File: config.mk
export PLATFORM = sky130hd
export DESIGN_NAME = controle_registrador_rr
export DESIGN_NICKNAME = d
export VERILOG_FILES = /design/src/rtl/controle_registrador_rr.sv
export SDC_FILE = /design/constraint.sdc
export NUM_CORES = 1
export LEC_CHECK = 0
export ABC_AREA = 1
export CORE_UTILIZATION = 60
export CTS_CLUSTER_SIZE = 14
export DETAILED_ROUTE_END_ITERATION = 8
export DONT_BUFFER_PORTS = 1
export PLACE_DENSITY = 0.86
export SLEW_MARGIN = 5
export SYNTH_ARGS = -nofsm -noshare
export SYNTH_HDL_FRONTEND = slang
export SYNTH_SLANG_ARGS = --single-unit
File: constraint.sdc
create_clock -name Clk -period 5.7 [get_ports Clk]
set_clock_uncertainty 0.1 [all_clocks]
set_input_delay 1.14 -clock Clk [delete_from_list [all_inputs] [get_ports Clk]]
set_output_delay 1.14 -clock Clk [all_outputs]
set_load 0.01 [all_outputs]
File: src/rtl/controle_registrador_rr.sv
// rtl/controle_registrador_rr.sv - round-robin access controller for a shared register
//
// Arbitrates N_REQ requesters issuing load/clear/increment/read operations on
// an external WIDTH-bit register that loads its D input on every Clk edge.
// Transaction flow is IDLE -> WRITE -> ACK -> IDLE, one transaction per 3 cycles.
//
// Ports:
//   Clk      in   system clock, rising edge
//   Reset    in   asynchronous active-high reset (also wired to the register)
//   req      in   per-requester request, level, held until ack
//   op       in   2 bits per requester: 00 load, 01 clear, 10 increment, 11 read
//   data     in   WIDTH bits per requester, load data
//   gnt      out  one-hot grant, high in WRITE and ACK
//   ack      out  one-cycle completion pulse to the granted requester
//   rd_data  out  register value after the completed operation
//   busy     out  high whenever the FSM is not IDLE
//   reg_d    out  register D input
//   reg_q    in   register Q output (feedback)
//
// Build option: ARB_FIXED_PRIO_EN selects fixed priority (lowest index wins)
// instead of round-robin.

module controle_registrador_rr #(
  parameter int N_REQ = 4,
  parameter int WIDTH = 8
) (
  input  logic                   Clk,
  input  logic                   Reset,
  input  logic [N_REQ-1:0]       req,
  input  logic [2*N_REQ-1:0]     op,
  input  logic [WIDTH*N_REQ-1:0] data,
  output logic [N_REQ-1:0]       gnt,
  output logic [N_REQ-1:0]       ack,
  output logic [WIDTH-1:0]       rd_data,
  output logic                   busy,
  output logic [WIDTH-1:0]       reg_d,
  input  logic [WIDTH-1:0]       reg_q
);

  localparam int IDXW = (N_REQ > 1) ? $clog2(N_REQ) : 1;

  localparam logic [1:0] S_IDLE  = 2'd0;
  localparam logic [1:0] S_WRITE = 2'd1;
  localparam logic [1:0] S_ACK   = 2'd2;

  localparam logic [1:0] OP_LOAD  = 2'd0;
  localparam logic [1:0] OP_CLEAR = 2'd1;
  localparam logic [1:0] OP_INC   = 2'd2;
  localparam logic [1:0] OP_READ  = 2'd3;

  logic [1:0]       r_state;
  logic [N_REQ-1:0] r_gnt;
  logic [1:0]       r_op;
  logic [WIDTH-1:0] r_data;
  logic [WIDTH-1:0] r_rd_data;
`ifndef ARB_FIXED_PRIO_EN
  logic [IDXW-1:0]  r_last;
  int               w_idx;
`endif

  logic             w_found;
  logic [IDXW-1:0]  w_win;
  logic [1:0]       w_op;
  logic [WIDTH-1:0] w_data;
  logic [N_REQ-1:0] w_onehot;

  // Winner selection
  always_comb begin
    w_found = 1'b0;
    w_win   = '0;
`ifdef ARB_FIXED_PRIO_EN
    // Scan downward so the lowest set index is the last (and final) assignment.
    for (int k = N_REQ - 1; k >= 0; k--) begin
      if (req[k]) begin
        w_found = 1'b1;
        w_win   = IDXW'(k);
      end
    end
`else
    // Search upward starting just after the previous winner, wrapping around.
    w_idx = 0;
    for (int k = 1; k <= N_REQ; k++) begin
      w_idx = int'(r_last) + k;
      if (w_idx >= N_REQ) w_idx = w_idx - N_REQ;
      if (!w_found && req[IDXW'(w_idx)]) begin
        w_found = 1'b1;
        w_win   = IDXW'(w_idx);
      end
    end
`endif
  end

  // Payload mux of the winning requester
  always_comb begin
    w_op   = '0;
    w_data = '0;
    for (int k = 0; k < N_REQ; k++) begin
      if (w_win == IDXW'(k)) begin
        w_op   = op[2*k +: 2];
        w_data = data[WIDTH*k +: WIDTH];
      end
    end
  end

  assign w_onehot = {{(N_REQ-1){1'b0}}, 1'b1} << w_win;

  always_ff @(posedge Clk or posedge Reset) begin
    if (Reset) begin
      r_state   <= S_IDLE;
      r_gnt     <= '0;
      r_op      <= '0;
      r_data    <= '0;
      r_rd_data <= '0;
`ifndef ARB_FIXED_PRIO_EN
      r_last    <= IDXW'(N_REQ - 1);
`endif
    end else begin
      case (r_state)
        S_IDLE: begin
          if (w_found) begin
            r_op    <= w_op;
            r_data  <= w_data;
            r_gnt   <= w_onehot;
`ifndef ARB_FIXED_PRIO_EN
            r_last  <= w_win;
`endif
            r_state <= S_WRITE;
          end
        end
        S_WRITE: begin
          r_state <= S_ACK;
        end
        S_ACK: begin
          // reg_q already holds the value captured at the end of WRITE.
          r_rd_data <= reg_q;
          r_gnt     <= '0;
          r_state   <= S_IDLE;
        end
        default: begin
          r_gnt   <= '0;
          r_state <= S_IDLE;
        end
      endcase
    end
  end

  // Register D input: feedback hold except during WRITE.
  always_comb begin
    reg_d = reg_q;
    if (r_state == S_WRITE) begin
      case (r_op)
        OP_LOAD:  reg_d = r_data;
        OP_CLEAR: reg_d = '0;
        OP_INC:   reg_d = reg_q + WIDTH'(1);
        OP_READ:  reg_d = reg_q;
        default:  reg_d = reg_q;
      endcase
    end
  end

  assign gnt     = r_gnt;
  assign ack     = (r_state == S_ACK) ? r_gnt : '0;
  assign busy    = (r_state != S_IDLE);
  // Bypass so rd_data is already valid while ack is high.
  assign rd_data = (r_state == S_ACK) ? reg_q : r_rd_data;

endmodule

==> results.json, run 1 <==
{
  "worst-path-stages": 3,
  "place.gp.congestion": 0.858,
  "areaGrowthSynthToFinish_pct": 0.785,
  "syn_inst": 330,
  "synthArstFlopShare_pct": 100,
  "synth_seq_cells": 26,
  "clockBufferDepth": 2,
  "rr_worst_depth": 13,
  "finalSetupViolations": 0,
  "ys_warn_count": 0,
  "min_delay_path_depth": 2,
  "synth_area_leader_cell": "dfrtp_1",
  "critical_path_class": "reg2out",
  "leakage_uw": 0.00116,
  "cts_tree": "yes",
  "worst_ep_required_time_ps": 4460,
  "worstSetupStartpointType": "register",
  "final_core_util_pct": 66.2,
  "met2_usage_pct": 43.6,
  "synth_top_area_share_pct": 29.0,
  "syn_avg_cell_area_um2": 6.27,
  "via_per_inst": 5.28,
  "synth-seq-area-share_pct": 31.5,
  "relSlewSlack_pct": 36.6,
  "fin_crit_ps": 3420,
  "status": "complete, no violations",
  "dpl.hpwl_um": 3500,
  "first_iter_violations": 131,
  "fmax_mhz": 293,
  "cts_root_buf": "clkbuf_4",
  "hold_end": "r_data[3]",
  "hp-start": "r_data[3]",
  "maxCapViolCount": 0,
  "synthesis.area_mm2": 0.00207,
  "numClockSinks": 26,
  "die_area_mm2": 0.00369,
  "path_cells": "nor2_1 -> inv_1 -> o311ai_0",
  "nets": 381,
  "insertion_delay_ps": 330,
  "first_pass_iters": 4,
  "wl_per_cell_um": 12.3,
  "grt_pass1_wl_um": 7360,
  "num_vias": 1949,
  "postCtsHoldBufs": 0,
  "clkTransAtPathRegs_ps": 150,
  "ys_types": 25,
  "htreeDepth": 1,
  "cp_slowest_cell": "o311ai_0",
  "finalSetupTns_ps": 0,
  "peakVddDrop_mv": 0.300,
  "critPathMaxFanout": 11,
  "synth_ff_type": "dfrtp_1",
  "synth_nets": 385,
  "track_usage_pct": 26.5,
  "fp-row-count": 20,
  "yosysMostFrequentCell": "nand2_1",
  "die_h_um": 60.7,
  "critPathTopFamily": "compound AO/OA/AOI/OAI gates",
  "coreArea_mm2": 0.00315,
  "drive_above_1_share_pct": 7.69,
  "path_buf_inv": 1,
  "use_met3_pct": 3.84,
  "grt_busiest_layer": "met2",
  "tightestPinTransition_ps": 950,
  "synth-edff-count": 0,
  "finalPower_uw": 1490,
  "cts_setup_buffers": 0,
  "port_buffers": 0,
  "rsz0062_at_grt": "no",
  "whs_ps": 415,
  "antenna_found_initial": 0,
  "post_cts_resized": 0,
  "final_max_slew_viol_count": 0,
  "endpoint_kind": "output port",
  "ant_nets": 0,
  "cts_buffers": 3,
  "reg2reg_from": "r_last[0]",
  "drt-total-wl_um": 4530,
  "synthTopCellsByCount": "nand2_1, inv_1, nand3_1",
  "critical_path.max_stage_delay_ps": 660,
  "die_w_um": 60.7,
  "grt_max_degree": 29,
  "io_pins": 79,
  "cp.arrival_ps": 2180,
  "hold_viol_final": 0,
  "initial_core_util_pct": 65.7,
  "synth.area.top_cells": "dfrtp_1, nand2_1, nand3_1",
  "use_met1_pct": 36.3,
  "r2r-end": "r_data[2]",
  "holdCritPathClass": "reg2reg",
  "n_antenna_cell": 0,
  "min_period_over_period_pct": 59.9,
  "grt-ovfl-total": 0,
  "r2r_setup_slack_ps": 3310,
  "grt_pass1_vias": 1725,
  "drc_errors": 0,
  "powerDensity_mw_per_mm2": 714
}
[per-layer routing]
| metal | vias to the layer above | wire length (µm) |
|---|---|---|
| met5 | - | 0 |
| met4 | 0 | 63 |
| met3 | 6 | 346 |
| met2 | 89 | 2020 |
| met1 | 836 | 2100 |
| li1 | 1018 | - |
[stage by stage]
stage | std cells | setup WS [ps] | area, µm²
final | 369 | 2280 | 2090
after global routing | 369 | 2120 | 2090
after CTS | 369 | 2320 | 2090
after detailed placement | 365 | 2360 | 2050
after global placement | 365 | 2390 | 2050
after floorplan | 330 | 2500 | 2070
[state kept, by name, indices dropped and copies added, names as in the netlist]
signal and count:
gnt 4, r_state 2, r_last 2, r_data 8, r_op 2, r_rd_data 8
[worst min-delay path: stages (launching register included)]
cell and delay (ps):
dfrtp_1 380, nand2_1 50, o21ai_1 60
[worst max path at each step]
stage / endpoint / startpoint
final: reg_d[0] / r_state[1]
after global routing: reg_d[0] / r_state[0]
after CTS: reg_d[0] / r_state[1]
after detailed placement: reg_d[6] / reg_q[0]
after global placement: reg_d[6] / reg_q[0]
after floorplan: reg_d[6] / reg_q[0]
[logic make-up after synthesis]
family / Yosys count / synth area share (%)
compound gates: 40 / 10.3
buf+inv: 71 / 14.9
mux: 2 / 1.09
fa+ha+maj: 1 / 0.604
flops: 26 / 31.5
simple gates: 190 / 41.6
[report_power, final]
part           leakage [µW]  switching, µW  internal [µW]
Combinational      0.000817            732            308
Sequential         0.000319           68.9            283
Clock             0.0000210           58.3           39.2
Total               0.00116            859            630
[area by class of cell]
class | instances | area, µm²
clock buffer | 4 | 36.3
inverter | 62 | 233
sequential | 26 | 653
tap | 44 | 55.1
multi-input combinational | 233 | 1110
fill | 316 | 1070
[cells in the final DEF (no fill, tap or decap), types with 3 or more instances in the layout]
| cell type | synthesis | final |
|---|---|---|
| a21oi_1 | 9 | 9 |
| a22oi_1 | 3 | 3 |
| clkbuf_4 | 0 | 3 |
| dfrtp_1 | 24 | 24 |
| inv_1 | 59 | 59 |
| inv_2 | 3 | 3 |
| nand2_1 | 91 | 91 |
| nand2_2 | 8 | 8 |
| nand3_1 | 46 | 46 |
| nor2_1 | 34 | 34 |
| nor2_4 | 4 | 4 |
| o21ai_0 | 19 | 19 |
| o21ai_1 | 7 | 7 |
(Power assumes the default switching activity.)
==> inputs of run 2 (changes only) <==
--- a/config.mk
+++ b/config.mk
@@ -6,11 +6,11 @@
 export NUM_CORES = 1
 export LEC_CHECK = 0
 export ABC_AREA = 1
-export CORE_UTILIZATION = 60
+export CORE_UTILIZATION = 57
 export CTS_CLUSTER_SIZE = 14
 export DETAILED_ROUTE_END_ITERATION = 8
 export DONT_BUFFER_PORTS = 1
-export PLACE_DENSITY = 0.86
+export PLACE_DENSITY = 0.85
 export SLEW_MARGIN = 5
 export SYNTH_ARGS = -nofsm -noshare
 export SYNTH_HDL_FRONTEND = slang
==> constraint.sdc (replaced) <==
create_clock -name Clk -period 2.96 [get_ports Clk]
set_clock_uncertainty 0.1 [all_clocks]
set_input_delay 0.592 -clock Clk [delete_from_list [all_inputs] [get_ports Clk]]
set_output_delay 0.592 -clock Clk [all_outputs]
set_load 0.01 [all_outputs]
==> results.json, run 2 (same netlist as run 1, synthesis figures left out) <==
{
  "status": "complete, no violations",
  "critPathMaxFanout": 5,
  "dpl.hpwl_um": 3460,
  "hold_viol_final": 0,
  "rr_worst_depth": 13,
  "cts_setup_buffers": 0,
  "drc_errors": 0,
  "clkTransAtPathRegs_ps": 140,
  "worstSetupStartpointType": "register",
  "cp_slowest_cell": "dfrtp_1",
  "die_h_um": 62.3,
  "wl_met3_um": 344,
  "initial_core_util_pct": 60.6,
  "worst-path-stages": 9,
  "grt-ovfl-total": 0,
  "n_antenna_cell": 0,
  "die_area_mm2": 0.00388,
  "htreeDepth": 1,
  "ant_nets": 0,
  "finalWorstSetupSlack_ps": 403,
  "grt_pass1_vias": 1633,
  "relSlewSlack_pct": 37.9,
  "critPathTopFamily": "simple AND/OR/NAND/NOR gates",
  "finalSetupTns_ps": 0,
  "path_cells": "inv_1 -> nand4_1 -> nor2_1 -> nand3_1 -> nor2_1 -> nor2_1 -> o31ai_1 -> o21ai_0 -> inv_1",
  "tightestPinTransition_ps": 931,
  "fp-row-count": 21,
  "wl_met1_um": 2140,
  "holdCritPathClass": "in2async",
  "insertion_delay_ps": 330,
  "areaGrowthSynthToFinish_pct": 1.15,
  "post-place-ws_ps": 606,
  "maxCapViolCount": 0,
  "grt_pass1_wl_um": 7390,
  "nets": 383,
  "final_max_slew_viol_count": 0,
  "leakage_uw": 0.00116,
  "postCtsHoldBufs": 0,
  "cts_tree": "yes",
  "critical_path.max_stage_delay_ps": 450,
  "first_pass_iters": 4,
  "die_w_um": 62.3,
  "post_cts_resized": 0,
  "path_buf_inv": 2,
  "reg2reg_from": "r_last[0]",
  "drive_above_1_share_pct": 7.95,
  "most-common-layout-cells": "nand2_1, inv_1, nand3_1, nor2_1, dfrtp_1",
  "dr_wl_met2_um": 1850,
  "fmax_mhz": 391,
  "powerDensity_mw_per_mm2": 1360,
  "drt-total-wl_um": 4390,
  "cp.arrival_ps": 1860,
  "r2r-end": "r_data[2]",
  "track_usage_pct": 23.8,
  "r2r_setup_slack_ps": 600,
  "coreArea_mm2": 0.00342,
  "final_common_cell": "nand2_1",
  "endpoint_kind": "output port",
  "min_period_over_period_pct": 86.4,
  "numClockSinks": 26,
  "fin_crit_ps": 2560,
  "finalSetupViolations": 0,
  "rsz0062_at_grt": "no",
  "cts_root_buf": "clkbuf_4",
  "place.gp.congestion": 0.880,
  "port_buffers": 0,
  "via_per_inst": 5.24,
  "grt_max_degree": 29,
  "antenna_found_initial": 0,
  "peakVddDrop_mv": 0.808,
  "io_pins": 79,
  "num_vias": 1953,
  "worst_ep_required_time_ps": 2270,
  "cts_buffers": 3,
  "top_layer": "met4",
  "first_iter_violations": 119,
  "wl_per_cell_um": 11.8,
  "clockBufferDepth": 2,
  "crit_top_cell": "nor2_1",
  "critical_path_class": "reg2out"
}
==> run 2: changes by cell type in the layout (fill, tap and decap cells not counted) <==
| cell | before | now |
|---|---|---|
| clkbuf_1 | 0 | 1 |
| buf_4 | 0 | 2 |
| clkbuf_8 | 1 | 0 |
==> run 2: layer usage <==
metal | vias to the layer above | track usage (%)
li1 | 1023 | -
met1 | 847 | 34.7
met2 | 78 | 35.2
met3 | 5 | 4.60
met4 | 0 | 7.85
met5 | - | 0
==> run 2: cell type report <==
class / count / area, µm²
Fill cell: 330 / 1320
Tap cell: 46 / 57.6
Sequential cell: 26 / 653
Multi-Input combinational cell: 233 / 1110
Clock buffer: 4 / 26.3
Timing Repair Buffer: 2 / 15.0
Inverter: 62 / 233
==> run 2: worst reg2reg max path, cell delays in order (launching register included) <==
cell	delay [ps]
dfstp_2	670
inv_2	120
nand2_1	90
nand3_1	70
nand2_1	130
nand3_1	110
nand3_1	160
nand3_4	280
nor2_4	260
nand2_1	80
nand2_1	60
inv_1	40
nand2_1	60
nand2_1	40
==> run 2: how the worst max path moves through the flow <==
stage                from   endpoint  slack, ps
2_1_floorplan  r_state[1]   reg_d[0]        760
5_1_grt           r_op[0]   reg_d[7]        130
4_1_cts           r_op[0]   reg_d[7]        400
3_3_place_gp    r_last[0]  r_data[2]        650
3_5_place_dp    r_last[0]  r_data[2]        610
6_report          r_op[0]   reg_d[7]        400
==> run 2: where the power goes <==
part | internal (µW) | switching (µW) | total (µW)
Combinational | 610 | 1410 | 2020
Clock | 52.9 | 101 | 154
Sequential | 545 | 126 | 670
==> run 2: stage by stage <==
stage	power [µW]	hold WS (ps)	instances	utilization [%]	area [µm²]
after CTS	2850	272	373	61.3	2090
after floorplan	2480	349	330	-	2070
final	2840	240	373	61.3	2090
after detailed placement	2700	382	369	60.5	2070
after global placement	2660	382	369	60.5	2070
after global routing	3170	333	373	61.3	2090
==> inputs of run 3 (changes only) <==
--- a/config.mk
+++ b/config.mk
@@ -5,7 +5,6 @@
 export SDC_FILE = /design/constraint.sdc
 export NUM_CORES = 1
 export LEC_CHECK = 0
-export ABC_AREA = 1
 export CORE_UTILIZATION = 57
 export CTS_CLUSTER_SIZE = 14
 export DETAILED_ROUTE_END_ITERATION = 8
==> results.json, run 3 <==
{
  "status": "complete, but fails checks",
  "violations": "DRC",
  "clockBufferDepth": 2,
  "drive_above_1_share_pct": 15.5,
  "synth_area_leader_cell": "dfrtp_1",
  "drt-total-wl_um": 3860,
  "n_antenna_cell": 0,
  "synth_top_area_share_pct": 33.6,
  "most-common-layout-cells": "dfrtp_1, nand3_1, nand2_1, o21ai_0, mux2_2",
  "fin_area_mm2": 0.00181,
  "synth.area.top_cells": "dfrtp_1, mux2_2, mux2i_1",
  "synth_nets": 246,
  "peakVddDrop_mv": 0.468,
  "cts_root_buf": "clkbuf_4",
  "synth_seq_cells": 26,
  "finalSetupTns_ps": 0,
  "die_w_um": 58.0,
  "final_max_slew_viol_count": 0,
  "rsz0062_at_grt": "no",
  "ys_warn_count": 0,
  "fin_crit_ps": 2570,
  "min_period_over_period_pct": 86.7,
  "io_pins": 79,
  "htreeDepth": 1,
  "finalPower_uw": 1930,
  "synth-seq-area-share_pct": 36.6,
  "insertion_delay_ps": 330,
  "post_cts_resized": 0,
  "fmax_mhz": 390,
  "maxCapViolCount": 0,
  "initial_core_util_pct": 62.6,
  "die_area_mm2": 0.00336,
  "leakage_uw": 0.000730,
  "via_per_inst": 6.67,
  "relSlewSlack_pct": 35.8,
  "wl_per_cell_um": 17.7,
  "clkTransAtPathRegs_ps": 140,
  "cts_setup_buffers": 0,
  "areaGrowthSynthToFinish_pct": 1.33,
  "worstSetupStartpointType": "register",
  "dpl.hpwl_um": 2980,
  "grt-ovfl-total": 0,
  "synthArstFlopShare_pct": 100,
  "first_pass_iters": 6,
  "endpoint_kind": "output port",
  "grt_pass1_vias": 1413,
  "synth-edff-count": 0,
  "cp.arrival_ps": 1870,
  "port_buffers": 0,
  "syn_avg_cell_area_um2": 9.35,
  "synthTopCellsByCount": "dfrtp_1, nand2_1, nand3_1, o21ai_0, mux2_2",
  "grt_max_degree": 29,
  "syn_inst": 191,
  "grt_pass1_wl_um": 6240,
  "p_clk_share_pct": 12.8,
  "final_common_cell": "dfrtp_1",
  "pwr-share-seq_pct": 34.9,
  "p_sw_share_pct": 44.4,
  "tightestPinTransition_ps": 962,
  "cts_tree": "yes",
  "powerDensity_mw_per_mm2": 1070,
  "critPathMaxFanout": 12,
  "synth_ff_type": "dfrtp_1",
  "finalSetupViolations": 0,
  "die_h_um": 58.0,
  "drc_errors": 6,
  "hold_viol_final": 0,
  "first_iter_violations": 86,
  "placed_cell_area_mm2": 0.00176,
  "place.gp.congestion": 0.805,
  "numClockSinks": 26,
  "ys_types": 46,
  "p_int_uw": 1070,
  "synthesis.area_mm2": 0.00179,
  "num_vias": 1454,
  "postCtsHoldBufs": 0,
  "worst_ep_required_time_ps": 2270,
  "cts_buffers": 3,
  "power_frac_comb_pct": 52.3,
  "ant_nets": 0,
  "critical_path_class": "reg2out",
  "coreArea_mm2": 0.00285,
  "fp-row-count": 19,
  "nets": 243,
  "antenna_found_initial": 0,
  "yosysMostFrequentCell": "dfrtp_1",
  "power_switching_uw": 857,
  "track_usage_pct": 24.0,
  "holdCritPathClass": "in2async"
}
-- run 3: changes by cell type after synthesis, sizes merged, moves of 10 or more --
| cell | delta |
|---|---|
| nand2 | -83 |
| inv | -56 |
| nand3 | -32 |
| nor2 | -25 |
| mux2 | +13 |
| mux2i | +13 |
| o21ai | -10 |
-- run 3: layout make-up --
class / instances / area, µm²
fillers: 242 / 1040
multi-input cells: 146 / 1000
flip-flops and latches: 26 / 653
inverters: 8 / 42.5
well taps: 31 / 38.8
clock inverters: 1 / 30.0
clock buffers: 3 / 22.5
repair buffers: 3 / 22.5
-- run 3: kinds of logic after synthesis --
kind of cell    after synthesis  share of synthesized area, %
fa+ha+maj                     1                         0.701
mux                          28                          16.7
simple gates                 66                          18.6
buf+inv                      19                          7.43
flops                        26                          36.6
compound gates               51                          19.9
-- run 3: routing by layer --
metal  global-route usage [%]  vias up  routed length, µm
li1                         -      690                  -
met1                     30.4      695               1630
met2                     41.9       63               1910
met3                     3.79        6                275
met4                     7.82        0                 46
met5                        0        -                  0
-- run 3: metrics by stage --
stage / hold WS (ps) / util (%) / std cells / setup WS (ps)
final: 250 / 63.4 / 218 / 394
after global routing: 330 / 63.4 / 218 / 211
after CTS: 284 / 63.4 / 218 / 413
after detailed placement: 406 / 61.6 / 214 / 573
after global placement: 395 / 61.6 / 214 / 671
after floorplan: 367 / - / 191 / 727
-- run 3: power by group through the flow --
stage / clock network (µW) / logic (µW) / registers [µW]
after global placement: 0 / 975 / 675
after detailed placement: 0 / 1010 / 683
after CTS: 250 / 1010 / 672
final: 247 / 1010 / 673
after floorplan: 0 / 956 / 626
after global routing: 266 / 1110 / 700
-- run 3: critical path, stage by stage, from the launching register on --
cell and delay (ps):
dfrtp_1 610, inv_1 260, nor3_1 230, a22oi_1 80, o21ai_0 360
-- run 3: path summary, 6_finish.rpt --
check / from / end / slack (ps) / depth (start not counted)
setup / recovery: r_op[1] / reg_d[4] / 390 / 4
max in group asynchronous: Reset / r_data[6] / 1930 / 1
setup reg to reg: r_last[1] / r_data[1] / 760 / 6
min in group Clk: reg_q[4] / r_rd_data[4] / 360 / 1
hold reg to reg: r_last[0] / r_last[0] / 420 / 2
hold / removal: Reset / r_rd_data[1] / 250 / 1
